File: config.mk
export PLATFORM = sky130hd
export DESIGN_NAME = hidden_layer_flat
export DESIGN_NICKNAME = d
export VERILOG_FILES = /design/src/rtl/hidden_layer_pkg.sv /design/src/rtl/hidden_layer_if.sv /design/src/rtl/hidden_layer_mac.sv /design/src/rtl/hidden_layer.sv /design/src/flat_wrapper.sv
export SDC_FILE = /design/constraint.sdc
export NUM_CORES = 1
export LEC_CHECK = 0
export ABC_AREA = 1
export BUFFER_PORTS_ARGS = -buffer_cell sky130_fd_sc_hd__clkbuf_2
export CAP_MARGIN = 20
export CORE_UTILIZATION = 55
export CTS_CLUSTER_DIAMETER = 60
export CTS_CLUSTER_SIZE = 10
export DETAILED_ROUTE_END_ITERATION = 8
export GPL_TIMING_DRIVEN = 0
export HOLD_SLACK_MARGIN = 0.15
export PLACE_DENSITY = 0.8
export SYNTH_ARGS = -nofsm -noshare
export SYNTH_HDL_FRONTEND = slang
export SYNTH_SLANG_ARGS = --single-unit
File: constraint.sdc
create_clock -name clk -period 7.05 [get_ports clk]
set_input_delay 1.0575 -clock clk [delete_from_list [all_inputs] [get_ports clk]]
set_output_delay 1.0575 -clock clk [all_outputs]
set_load 0.005 [all_outputs]
File: src/rtl/hidden_layer_pkg.sv
// Shared constants, state encoding and saturation helper for the hidden layer.
// Latency: n/a (declarations only).
// Backpressure: n/a.
// Contents: HID_N_NEURONS, HID_N_IN, HID_SHIFT, ACT_W, ACC_W(), hid_state_t, sat8().
package nn_pkg;

  localparam int HID_N_NEURONS = 10;
  localparam int HID_N_IN      = 16;
  localparam int HID_SHIFT     = 4;
  localparam int ACT_W         = 8;

  // 16-bit products, N_IN of them, plus one bit of headroom for the bias.
  function automatic int ACC_W(input int n_in);
    return 16 + $clog2(n_in) + 1;
  endfunction

  typedef enum logic [2:0] {
    IDLE,
    BIAS,
    MAC,
    ACT,
    DONE
  } hid_state_t;

  // Signed saturation of a wide value into [-128, 127].
  function automatic logic [7:0] sat8(input logic signed [31:0] v);
    if (v > 32'sd127) begin
      return 8'h7f;
    end else if (v < -32'sd128) begin
      return 8'h80;
    end else begin
      return v[7:0];
    end
  endfunction

endpackage

File: src/rtl/hidden_layer_if.sv
// Beat stream, run control and result bus of the hidden layer.
// Latency: n/a (wires only).
// Backpressure: in_ready qualifies in_valid; a beat moves when both are high.
// master drives start/in_valid/x/w/b; slave (the engine) drives in_ready/outreg/busy/done.
interface hidden_layer_if #(
  parameter int N_NEURONS = nn_pkg::HID_N_NEURONS
);
  logic                      start;
  logic                      in_valid;
  logic                      in_ready;
  logic signed [7:0]         x;
  logic signed [7:0]         w;
  logic signed [7:0]         b;
  logic [8*N_NEURONS-1:0]    outreg;
  logic                      busy;
  logic                      done;

  modport master (
    output start, in_valid, x, w, b,
    input  in_ready, outreg, busy, done
  );

  modport slave (
    input  start, in_valid, x, w, b,
    output in_ready, outreg, busy, done
  );
endinterface

File: src/rtl/hidden_layer_mac.sv
// Per-neuron accumulator with bias load, MAC, hold and clear, plus scaled activation.
// Latency: acc updates on the clock edge after a control pulse; act is combinational from acc.
// Backpressure: none; the caller pulses load_bias/mac_en only on accepted beats.
// Ports: clk, rst, clear, load_bias, mac_en, x, w, b in; act (8-bit result) out.
// Build option: HIDDEN_RELU_EN selects ReLU-clamp to [0,127]; otherwise signed saturation.
module hidden_mac
  import nn_pkg::*;
#(
  parameter int N_IN  = HID_N_IN,
  parameter int SHIFT = HID_SHIFT
) (
  input  logic              clk,
  input  logic              rst,
  input  logic              clear,
  input  logic              load_bias,
  input  logic              mac_en,
  input  logic signed [7:0] x,
  input  logic signed [7:0] w,
  input  logic signed [7:0] b,
  output logic [ACT_W-1:0]  act
);

  localparam int AW = ACC_W(N_IN);

  logic signed [AW-1:0] acc;
  logic signed [AW-1:0] r;
  logic signed [15:0]   prod;
  logic signed [31:0]   r32;

  assign prod = x * w;

  always_ff @(posedge clk) begin
    if (rst || clear) begin
      acc <= '0;
    end else if (load_bias) begin
      // Bias lives in the same fixed-point scale as the products.
      acc <= $signed({{(AW-8){b[7]}}, b}) <<< SHIFT;
    end else if (mac_en) begin
      acc <= acc + $signed({{(AW-16){prod[15]}}, prod});
    end
  end

  assign r   = acc >>> SHIFT;
  assign r32 = 32'(r);

`ifdef HIDDEN_RELU_EN
  // Negative values clamp to zero first, so sat8 only ever trims the top.
  assign act = sat8((r32 < 0) ? 32'sd0 : r32);
`else
  assign act = sat8(r32);
`endif

endmodule

File: src/rtl/hidden_layer.sv
// Sequential hidden-layer engine: one bias beat + N_IN MAC beats per neuron, N_NEURONS neurons.
// Latency: N_IN+2 cycles per neuron with in_valid held high; done 1+N_NEURONS*(N_IN+2) cycles after start.
// Backpressure: in_ready high only in BIAS/MAC while start is high; in_valid gaps stall in place.
// Ports: clk, rst (sync, active high); bus (hidden_layer_if.slave): start, in_valid/in_ready,
// x/w/b beats, outreg (neuron k at [8k+7:8k]), busy, done.
// Build option: HIDDEN_RELU_EN (activation select, see hidden_mac).
module hidden_layer
  import nn_pkg::*;
#(
  parameter int N_NEURONS = HID_N_NEURONS,
  parameter int N_IN      = HID_N_IN,
  parameter int SHIFT     = HID_SHIFT
) (
  input  logic           clk,
  input  logic           rst,
  hidden_layer_if.slave  bus
);

  localparam int NW = $clog2(N_NEURONS);
  localparam int BW = $clog2(N_IN);

  hid_state_t                   state;
  logic [NW-1:0]                nidx;
  logic [BW-1:0]                bidx;
  logic [ACT_W*N_NEURONS-1:0]   outreg_q;
  logic                         busy_q;
  logic                         done_q;
  logic [ACT_W-1:0]             act;
  logic                         xfer;

  // Gating on start makes an abort cycle refuse the beat on the bus.
  assign bus.in_ready = bus.start && ((state == BIAS) || (state == MAC));
  assign xfer         = bus.in_valid && bus.in_ready;
  assign bus.outreg   = outreg_q;
  assign bus.busy     = busy_q;
  assign bus.done     = done_q;

  hidden_mac #(
    .N_IN  (N_IN),
    .SHIFT (SHIFT)
  ) u_mac (
    .clk       (clk),
    .rst       (rst),
    .clear     ((state == IDLE) && bus.start),
    .load_bias (xfer && (state == BIAS)),
    .mac_en    (xfer && (state == MAC)),
    .x         (bus.x),
    .w         (bus.w),
    .b         (bus.b),
    .act       (act)
  );

  always_ff @(posedge clk) begin
    if (rst) begin
      state    <= IDLE;
      nidx     <= '0;
      bidx     <= '0;
      outreg_q <= '0;
      busy_q   <= 1'b0;
      done_q   <= 1'b0;
    end else begin
      case (state)
        IDLE: begin
          if (bus.start) begin
            state  <= BIAS;
            nidx   <= '0;
            bidx   <= '0;
            busy_q <= 1'b1;
          end
        end
        BIAS: begin
          if (!bus.start) begin
            state  <= IDLE;
            busy_q <= 1'b0;
          end else if (bus.in_valid) begin
            bidx  <= '0;
            state <= MAC;
          end
        end
        MAC: begin
          if (!bus.start) begin
            state  <= IDLE;
            busy_q <= 1'b0;
          end else if (bus.in_valid) begin
            if (bidx == BW'(N_IN - 1)) begin
              state <= ACT;
            end else begin
              bidx <= bidx + 1'b1;
            end
          end
        end
        ACT: begin
          if (!bus.start) begin
            // Aborting here drops the neuron in flight; earlier slots stay.
            state  <= IDLE;
            busy_q <= 1'b0;
          end else begin
            outreg_q[int'(nidx)*ACT_W +: ACT_W] <= act;
            if (nidx == NW'(N_NEURONS - 1)) begin
              state  <= DONE;
              busy_q <= 1'b0;
              done_q <= 1'b1;
            end else begin
              nidx  <= nidx + 1'b1;
              state <= BIAS;
            end
          end
        end
        DONE: begin
          if (!bus.start) begin
            state  <= IDLE;
            done_q <= 1'b0;
          end
        end
        default: begin
          state  <= IDLE;
          busy_q <= 1'b0;
          done_q <= 1'b0;
        end
      endcase
    end
  end

endmodule

File: src/flat_wrapper.sv
// flat-port wrapper written by rule: the top's interface ports become plain ports
module hidden_layer_flat import nn_pkg::*;
#(
  parameter int N_NEURONS = HID_N_NEURONS,
  parameter int N_IN      = HID_N_IN,
  parameter int SHIFT     = HID_SHIFT
)
  (clk, rst, bus_start, bus_in_valid, bus_x, bus_w, bus_b, bus_in_ready, bus_outreg, bus_busy, bus_done);
  hidden_layer_if #(.N_NEURONS(N_NEURONS)) bus_i ();
  input  logic clk;
  input  logic rst;
  input wire logic [$bits(bus_i.start)-1:0] bus_start;
  input wire logic [$bits(bus_i.in_valid)-1:0] bus_in_valid;
  input wire logic [$bits(bus_i.x)-1:0] bus_x;
  input wire logic [$bits(bus_i.w)-1:0] bus_w;
  input wire logic [$bits(bus_i.b)-1:0] bus_b;
  output wire logic [$bits(bus_i.in_ready)-1:0] bus_in_ready;
  output wire logic [$bits(bus_i.outreg)-1:0] bus_outreg;
  output wire logic [$bits(bus_i.busy)-1:0] bus_busy;
  output wire logic [$bits(bus_i.done)-1:0] bus_done;
  assign bus_i.start = bus_start;
  assign bus_i.in_valid = bus_in_valid;
  assign bus_i.x = bus_x;
  assign bus_i.w = bus_w;
  assign bus_i.b = bus_b;
  assign bus_in_ready = bus_i.in_ready;
  assign bus_outreg = bus_i.outreg;
  assign bus_busy = bus_i.busy;
  assign bus_done = bus_i.done;
  hidden_layer #(.N_NEURONS(N_NEURONS), .N_IN(N_IN), .SHIFT(SHIFT)) u_core (.clk(clk), .rst(rst), .bus(bus_i));
endmodule
==> results of run 1 <==
cell type report:
| cell class | count | area [sq um] | share of cell area |
|---|---|---|---|
| inverter | 191 | 722 | 0.0712 |
| buffer | 43 | 210 | 0.0207 |
| timing repair buffer | 94 | 470 | 0.0464 |
| clock buffer | 22 | 494 | 0.0488 |
| clock inverter | 9 | 151 | 0.0149 |
| sequential | 114 | 2280 | 0.225 |
| multi-input combinational | 773 | 5540 | 0.547 |
| tap | 211 | 264 | 0.0260 |
cell usage in the layout (no fill, tap or decap), drive strengths merged, types with 2 or more instances in the layout:
cell	n
nor2	57
inv	188
nor4	2
nand3	47
a31oi	4
nand2	243
or2	5
buf	15
xnor2	2
bufinv	4
a211oi	3
o21a	8
fa	92
o211ai	2
nand4	18
xor2	2
nand3b	3
nor3	9
clkinv	7
ha	55
dfxtp	114
clkbuf	144
o21ai	94
a21oi	120
path summary, 6_finish.rpt:
check                  startpoint                    to  cells past startpoint
max                      bus_w[7]  u_core.u_mac.acc[20]                     19
min          u_core.bus.outreg[7]  u_core.bus.outreg[7]                      2
max reg2reg   u_core.u_mac.acc[6]  u_core.u_mac.acc[20]                     19
min reg2reg  u_core.bus.outreg[7]  u_core.bus.outreg[7]                      2
flip-flops by register name, summed over array words and instances (netlist names):
name	flops
u_core.bidx	4
u_core.bus.busy	1
u_core.bus.done	1
u_core.bus.outreg	80
u_core.nidx	4
u_core.state	3
u_core.u_mac.acc	21
logic make-up after synthesis:
| family | Yosys count | synth area share |
|---|---|---|
| AOI/OAI and AO/OA | 236 | 0.141 |
| xor gates and xnor gates | 4 | 0.00400 |
| adders and majority gates | 147 | 0.289 |
| buffers and inverters | 234 | 0.106 |
| DFF | 114 | 0.261 |
| and+or+nand+nor | 386 | 0.199 |
cells in the mapped netlist, types with 2 or more instances:
master and number:
inv_1 184, o211ai_1 2, xor2_1 2, fa_1 92
o21ai_0 91, a211oi_1 3, or2_2 5, nor4_1 2
nor2_1 49, nand3_1 45, nand2_4 2, xnor2_1 2
buf_6 3, buf_4 5, dfxtp_1 114, o21ai_1 3
a21oi_1 120, nand4_1 16, clkinv_1 2, nand3b_1 3
clkbuf_1 28, a31oi_1 4, nor3_4 3, nor3_1 6
buf_2 6, nand2_1 240, inv_2 4, nor2_4 7
o21a_1 8, ha_1 55
routing by layer:
layer / GRT usage / vias to the layer above / share of wire
met5: 0 / - / 0
met4: 0.0865 / 0 / 0.022
met3: 0.0622 / 50 / 0.063
met2: 0.467 / 254 / 0.48
met1: 0.359 / 3702 / 0.44
li1: - / 3808 / -
metrics by stage:
step / setup slack (ns) / total power [W] / area [sq um] / utilization / hold slack [ns]
floorplan: 1.65 / 0.00205 / 8760 / - / 0.456
finish: 1.53 / 0.00337 / 10100 / 0.660 / 0.465
global placement: 1.20 / 0.00238 / 9490 / 0.618 / 0.453
CTS: 1.54 / 0.00337 / 10100 / 0.660 / 0.467
global route: 1.20 / 0.00371 / 10100 / 0.660 / 0.485
detailed placement: 1.17 / 0.00244 / 9490 / 0.618 / 0.459
power groups by stage:
stage / Combinational, W / Sequential (W) / Clock [W]
after floorplan: 0.00138 / 0.000676 / 0
after global placement: 0.00170 / 0.000680 / 0
after detailed placement: 0.00175 / 0.000680 / 0
after CTS: 0.00177 / 0.000667 / 0.000929
after global routing: 0.00208 / 0.000668 / 0.000959
final: 0.00178 / 0.000667 / 0.000926
critical path, cell delays in order:
cell,delay [ns]
clkbuf_2,0.08
clkinv_1,0.23
or2_2,0.38
fa_1,0.51
fa_1,0.54
inv_1,0.05
fa_1,0.53
fa_1,0.60
fa_1,0.43
ha_1,0.38
a21oi_1,0.22
nand2_1,0.15
nand2_1,0.08
nand2_1,0.13
nand2_1,0.11
nand3_1,0.06
nand2_1,0.07
nand3_1,0.09
a21oi_1,0.14
==> results.cfg, run 1 <==
[power]
seqPwrFrac = 0.198
internal-power_w = 0.00195
p_leak_nw = 5.16
p_clk_frac = 0.275
swShare = 0.421
powerDensity_mw_per_mm2 = 333
peakVddDrop_v = 0.000188
p_switching_w = 0.00142
pwr-share-comb = 0.527

[worst_setup_path]
start_kind = input port
arrival_ns = 5.86
crit_required_ns = 7.39
cp_max_fo = 9
ff2ff_setup_slack_ns = 2.46
worstSetupEndpointType = register
worstSetupPathType = input port to register

[synth]
synthFlopType = dfxtp_1
synth_edf_count = 0
yosys.area.top_type = dfxtp_1
yosysUniqueCellTypes = 45
syn_area_sq_mm = 0.00876
syn_nets = 1296
yosys.area.top_type_share = 0.261
syn_avg_cell_area_sq_um = 7.81
async_flop_share = 0
yosys-top-cells-area = dfxtp_1 26%, fa_1 21%, nand2_1 10%
syn_inst = 1121
synth-seq-cells = 114
ys.warnings.count = 0
ys_seq_area_frac = 0.261

[placed_design]
place_congestion = 0.938
io_buffers = 94
hpwl_microns = 16900
place_inst = 1426

[grt]
grtUsageTotal = 0.279
grt_pass1_wl_microns = 36200
antenna_found_initial = 0
grt_max_degree = 17
grt_overflow = 0
grt_pass1_vias = 7683

[sta]
fin_crit_sh = 0.783
slew_headroom = 0.497
min_period_ns = 5.52
skew_ns = 0.00797
finalSetupViolCount = 0
finalSetupTns_ns = 0
timing.final.max_slew_violations = 0
tightest_slew_ns = 0.753
finalHoldViolations = 0
fmax_ghz = 0.181
rsz0062_at_grt = false

[clocking]
clk_pin_slew_ns = 0.05
htree_levels = 4
cts_num_sinks = 114
postCtsResizedCells = 0
post_cts_buffers = 0
clock-root-buffer = clkbuf_16
clk_latency_ns = 0.41
tritoncts = yes
cts_hold_buf = 0
numCtsBuffers = 17
cts_buffer_depth = 2

[finish]
num_antenna_cells = 0
final_layout_size_suffix_gt1_frac = 0.134
fin_cells = 1457
area_growth_pct = 15.8
nets = 1409
n_fill_cell = 1289

[floorplan]
fp.dieW_microns = 128
top_level_ports = 111
die_area_sq_mm = 0.0164
coreArea_sq_mm = 0.0154
rows = 45
die_h_microns = 128
start_util = 0.570

[route]
dr.pass1.iters = 6
num_vias = 7814
drc = 0
drt-wirelength-per-cell_microns = 14.8
vias_per_cell = 5.36
drtIter0Drc = 644
wirelength_microns = 21600
ant_nets = 0

[outcome]
outcome = complete, no violations

[worst_hold_path]
hold_path.class = register to register

[run]
cap_violations = 0
No activity file was read; power rests on OpenSTA's default activity.
==> run 2, diff against run 1 <==
--- a/config.mk
+++ b/config.mk
@@ -8,13 +8,13 @@
 export ABC_AREA = 1
 export BUFFER_PORTS_ARGS = -buffer_cell sky130_fd_sc_hd__clkbuf_2
 export CAP_MARGIN = 20
-export CORE_UTILIZATION = 55
+export CORE_UTILIZATION = 54
 export CTS_CLUSTER_DIAMETER = 60
 export CTS_CLUSTER_SIZE = 10
 export DETAILED_ROUTE_END_ITERATION = 8
 export GPL_TIMING_DRIVEN = 0
 export HOLD_SLACK_MARGIN = 0.15
-export PLACE_DENSITY = 0.8
+export PLACE_DENSITY = 0.82
 export SYNTH_ARGS = -nofsm -noshare
 export SYNTH_HDL_FRONTEND = slang
 export SYNTH_SLANG_ARGS = --single-unit
==> constraint.sdc (replaced) <==
create_clock -name clk -period 4.6 [get_ports clk]
set_input_delay 0.69 -clock clk [delete_from_list [all_inputs] [get_ports clk]]
set_output_delay 0.69 -clock clk [all_outputs]
set_load 0.005 [all_outputs]
==> run 2 against run 1 <==
Effect of this change:
- flip-flop and latch count stayed put
- worst setup slack worse by 1.4 ns
- register-to-register slack worse by 2.3 ns
- clock-buffer cell count is 1 lower
- critical path depth stayed put
- total power is 89% higher
- critical path type unchanged
- largest cell class unchanged
==> results.cfg, run 2 (synthesized netlist as in run 1, its figures left out) <==
[outcome]
outcome = complete, no violations

[sta]
skew_ns = 0.00659
min_period_ns = 4.51
slew_headroom = 0.561
finalSetupViolCount = 0
timing.final.max_slew_violations = 0
finalHoldViolations = 0
fmax_ghz = 0.222
setup_slack_ns = 0.0917
tightest_slew_ns = 0.652
fin_crit_sh = 0.980

[worst_setup_path]
ff2ff_setup_slack_ns = 0.21
crit_end = u_core.u_mac.acc[14]
worstSetupPathType = input port to register
arrival_ns = 4.86
r2r_cells = 19
r2r-end = u_core.u_mac.acc[14]
start_kind = input port
cp_max_fo = 5
r2r-start = u_core.u_mac.acc[6]
startpoint = bus_w[7]
crit_required_ns = 4.95
worstSetupEndpointType = register

[finish]
regArea_sq_mm = 0.00228
mostFrequentLayoutCell = nand2_1
largest_reg_flops = 80
n_fill_cell = 1260
postLayoutCoreUtil = 0.683
nets = 1427
layout_common_cells = 221 x nand2_1, 175 x inv_1, 114 x dfxtp_1
final_area_sq_mm = 0.0108
area_growth_pct = 23.9
multi_input_area_sq_mm = 0.00602
num_antenna_cells = 0
final_layout_size_suffix_gt1_frac = 0.214

[clocking]
cts_num_sinks = 114
cts_hold_buf = 0
htree_levels = 4
tritoncts = yes
clk_latency_ns = 0.41
numCtsBuffers = 17
clock-root-buffer = clkbuf_16
clk_pin_slew_ns = 0.05
cts_buffer_depth = 2

[power]
peakVddDrop_v = 0.000466
finalPower_w = 0.00636
p_leak_nw = 5.31
powerDensity_mw_per_mm2 = 586

[floorplan]
die_h_microns = 129
rows = 46
coreArea_sq_mm = 0.0159
top_level_ports = 111
start_util = 0.551
fp.dieW_microns = 129
die_area_sq_mm = 0.0167

[route]
wirelength_microns = 22300
drt-wirelength-per-cell_microns = 15.1
wl_met1_microns = 9550
vias_per_cell = 5.43
drtIter0Drc = 617
drc = 0
wl_met3_microns = 1440
dr.pass1.iters = 7
ant_nets = 0
dr_wl_met2_microns = 10700
num_vias = 8035
highest_layer = met4

[run]
cap_violations = 0

[grt]
grt_max_degree = 17
grtUsageTotal = 0.274
grt_overflow = 0
antenna_found_initial = 0
grt_pass1_wl_microns = 35900
grt_pass1_vias = 7489

[worst_hold_path]
hold_path.class = register to register

[placed_design]
place_congestion = 0.915
io_buffers = 94
hpwl_microns = 17200
placed_area_sq_mm = 0.00994
pre_cts_slack_ns = -0.467
-- run 2: repair_timing --
item | in CTS | in global routing
pin swaps | 2 | 23
setup buffers | 8 | 10
gates resized for setup | 6 | 52
endpoints found under the setup margin | 6 | 11
-- run 2: where the power goes --
| group | leakage (nW) | switching, W | internal, W |
|---|---|---|---|
| Combinational | 4.09 | 0.00222 | 0.00174 |
| Clock | 0.295 | 0.000447 | 0.000927 |
| Sequential | 0.919 | 0.0000191 | 0.00100 |
-- run 2: per-layer routing --
metal / global-route usage / vias to the layer above
met5: 0 / -
met4: 0.110 / 0
met3: 0.0578 / 63
met2: 0.450 / 292
met1: 0.354 / 3843
li1: - / 3837
-- run 2: through the flow --
stage	TNS, ns	instances	hold WS (ns)
after CTS	0	1470	0.464
after global placement	-4.14	1431	0.453
after floorplan	-0.103	1121	0.456
after detailed placement	-5.21	1431	0.460
final	0	1480	0.465
after global routing	-0.0142	1480	0.480
-- run 2: worst min path at each step --
stage	from	to	slack [ns]	depth (start not counted)
after floorplan	u_core.bus.busy	u_core.bus.busy	0.46	2
after global placement	u_core.bus.outreg[5]	u_core.bus.outreg[5]	0.45	2
after detailed placement	u_core.bus.outreg[7]	u_core.bus.outreg[7]	0.46	2
after CTS	u_core.bus.outreg[2]	u_core.bus.outreg[2]	0.46	2
after global routing	u_core.bus.outreg[7]	u_core.bus.outreg[7]	0.48	2
final	u_core.bus.outreg[2]	u_core.bus.outreg[2]	0.46	2
-- run 2: critical path, stage by stage --
cell	delay [ns]
buf_6	0.08
clkinv_4	0.05
or2_4	0.24
fa_1	0.48
fa_1	0.53
inv_2	0.04
fa_1	0.49
fa_1	0.58
fa_2	0.48
ha_4	0.28
a21oi_4	0.16
nand2_2	0.09
nand2_1	0.08
nand2_2	0.10
nand2_2	0.11
nand3_2	0.06
nand2_1	0.08
nand3_2	0.09
a21oi_2	0.14
-- run 2: cell type report --
cell class / instances / share of cell area
Inverter: 191 / 0.0685
Sequential cell: 114 / 0.210
Timing Repair Buffer: 112 / 0.0587
Buffer: 43 / 0.0253
Clock buffer: 21 / 0.0424
Clock inverter: 10 / 0.0145
Tap cell: 216 / 0.0249
Multi-Input combinational cell: 773 / 0.555
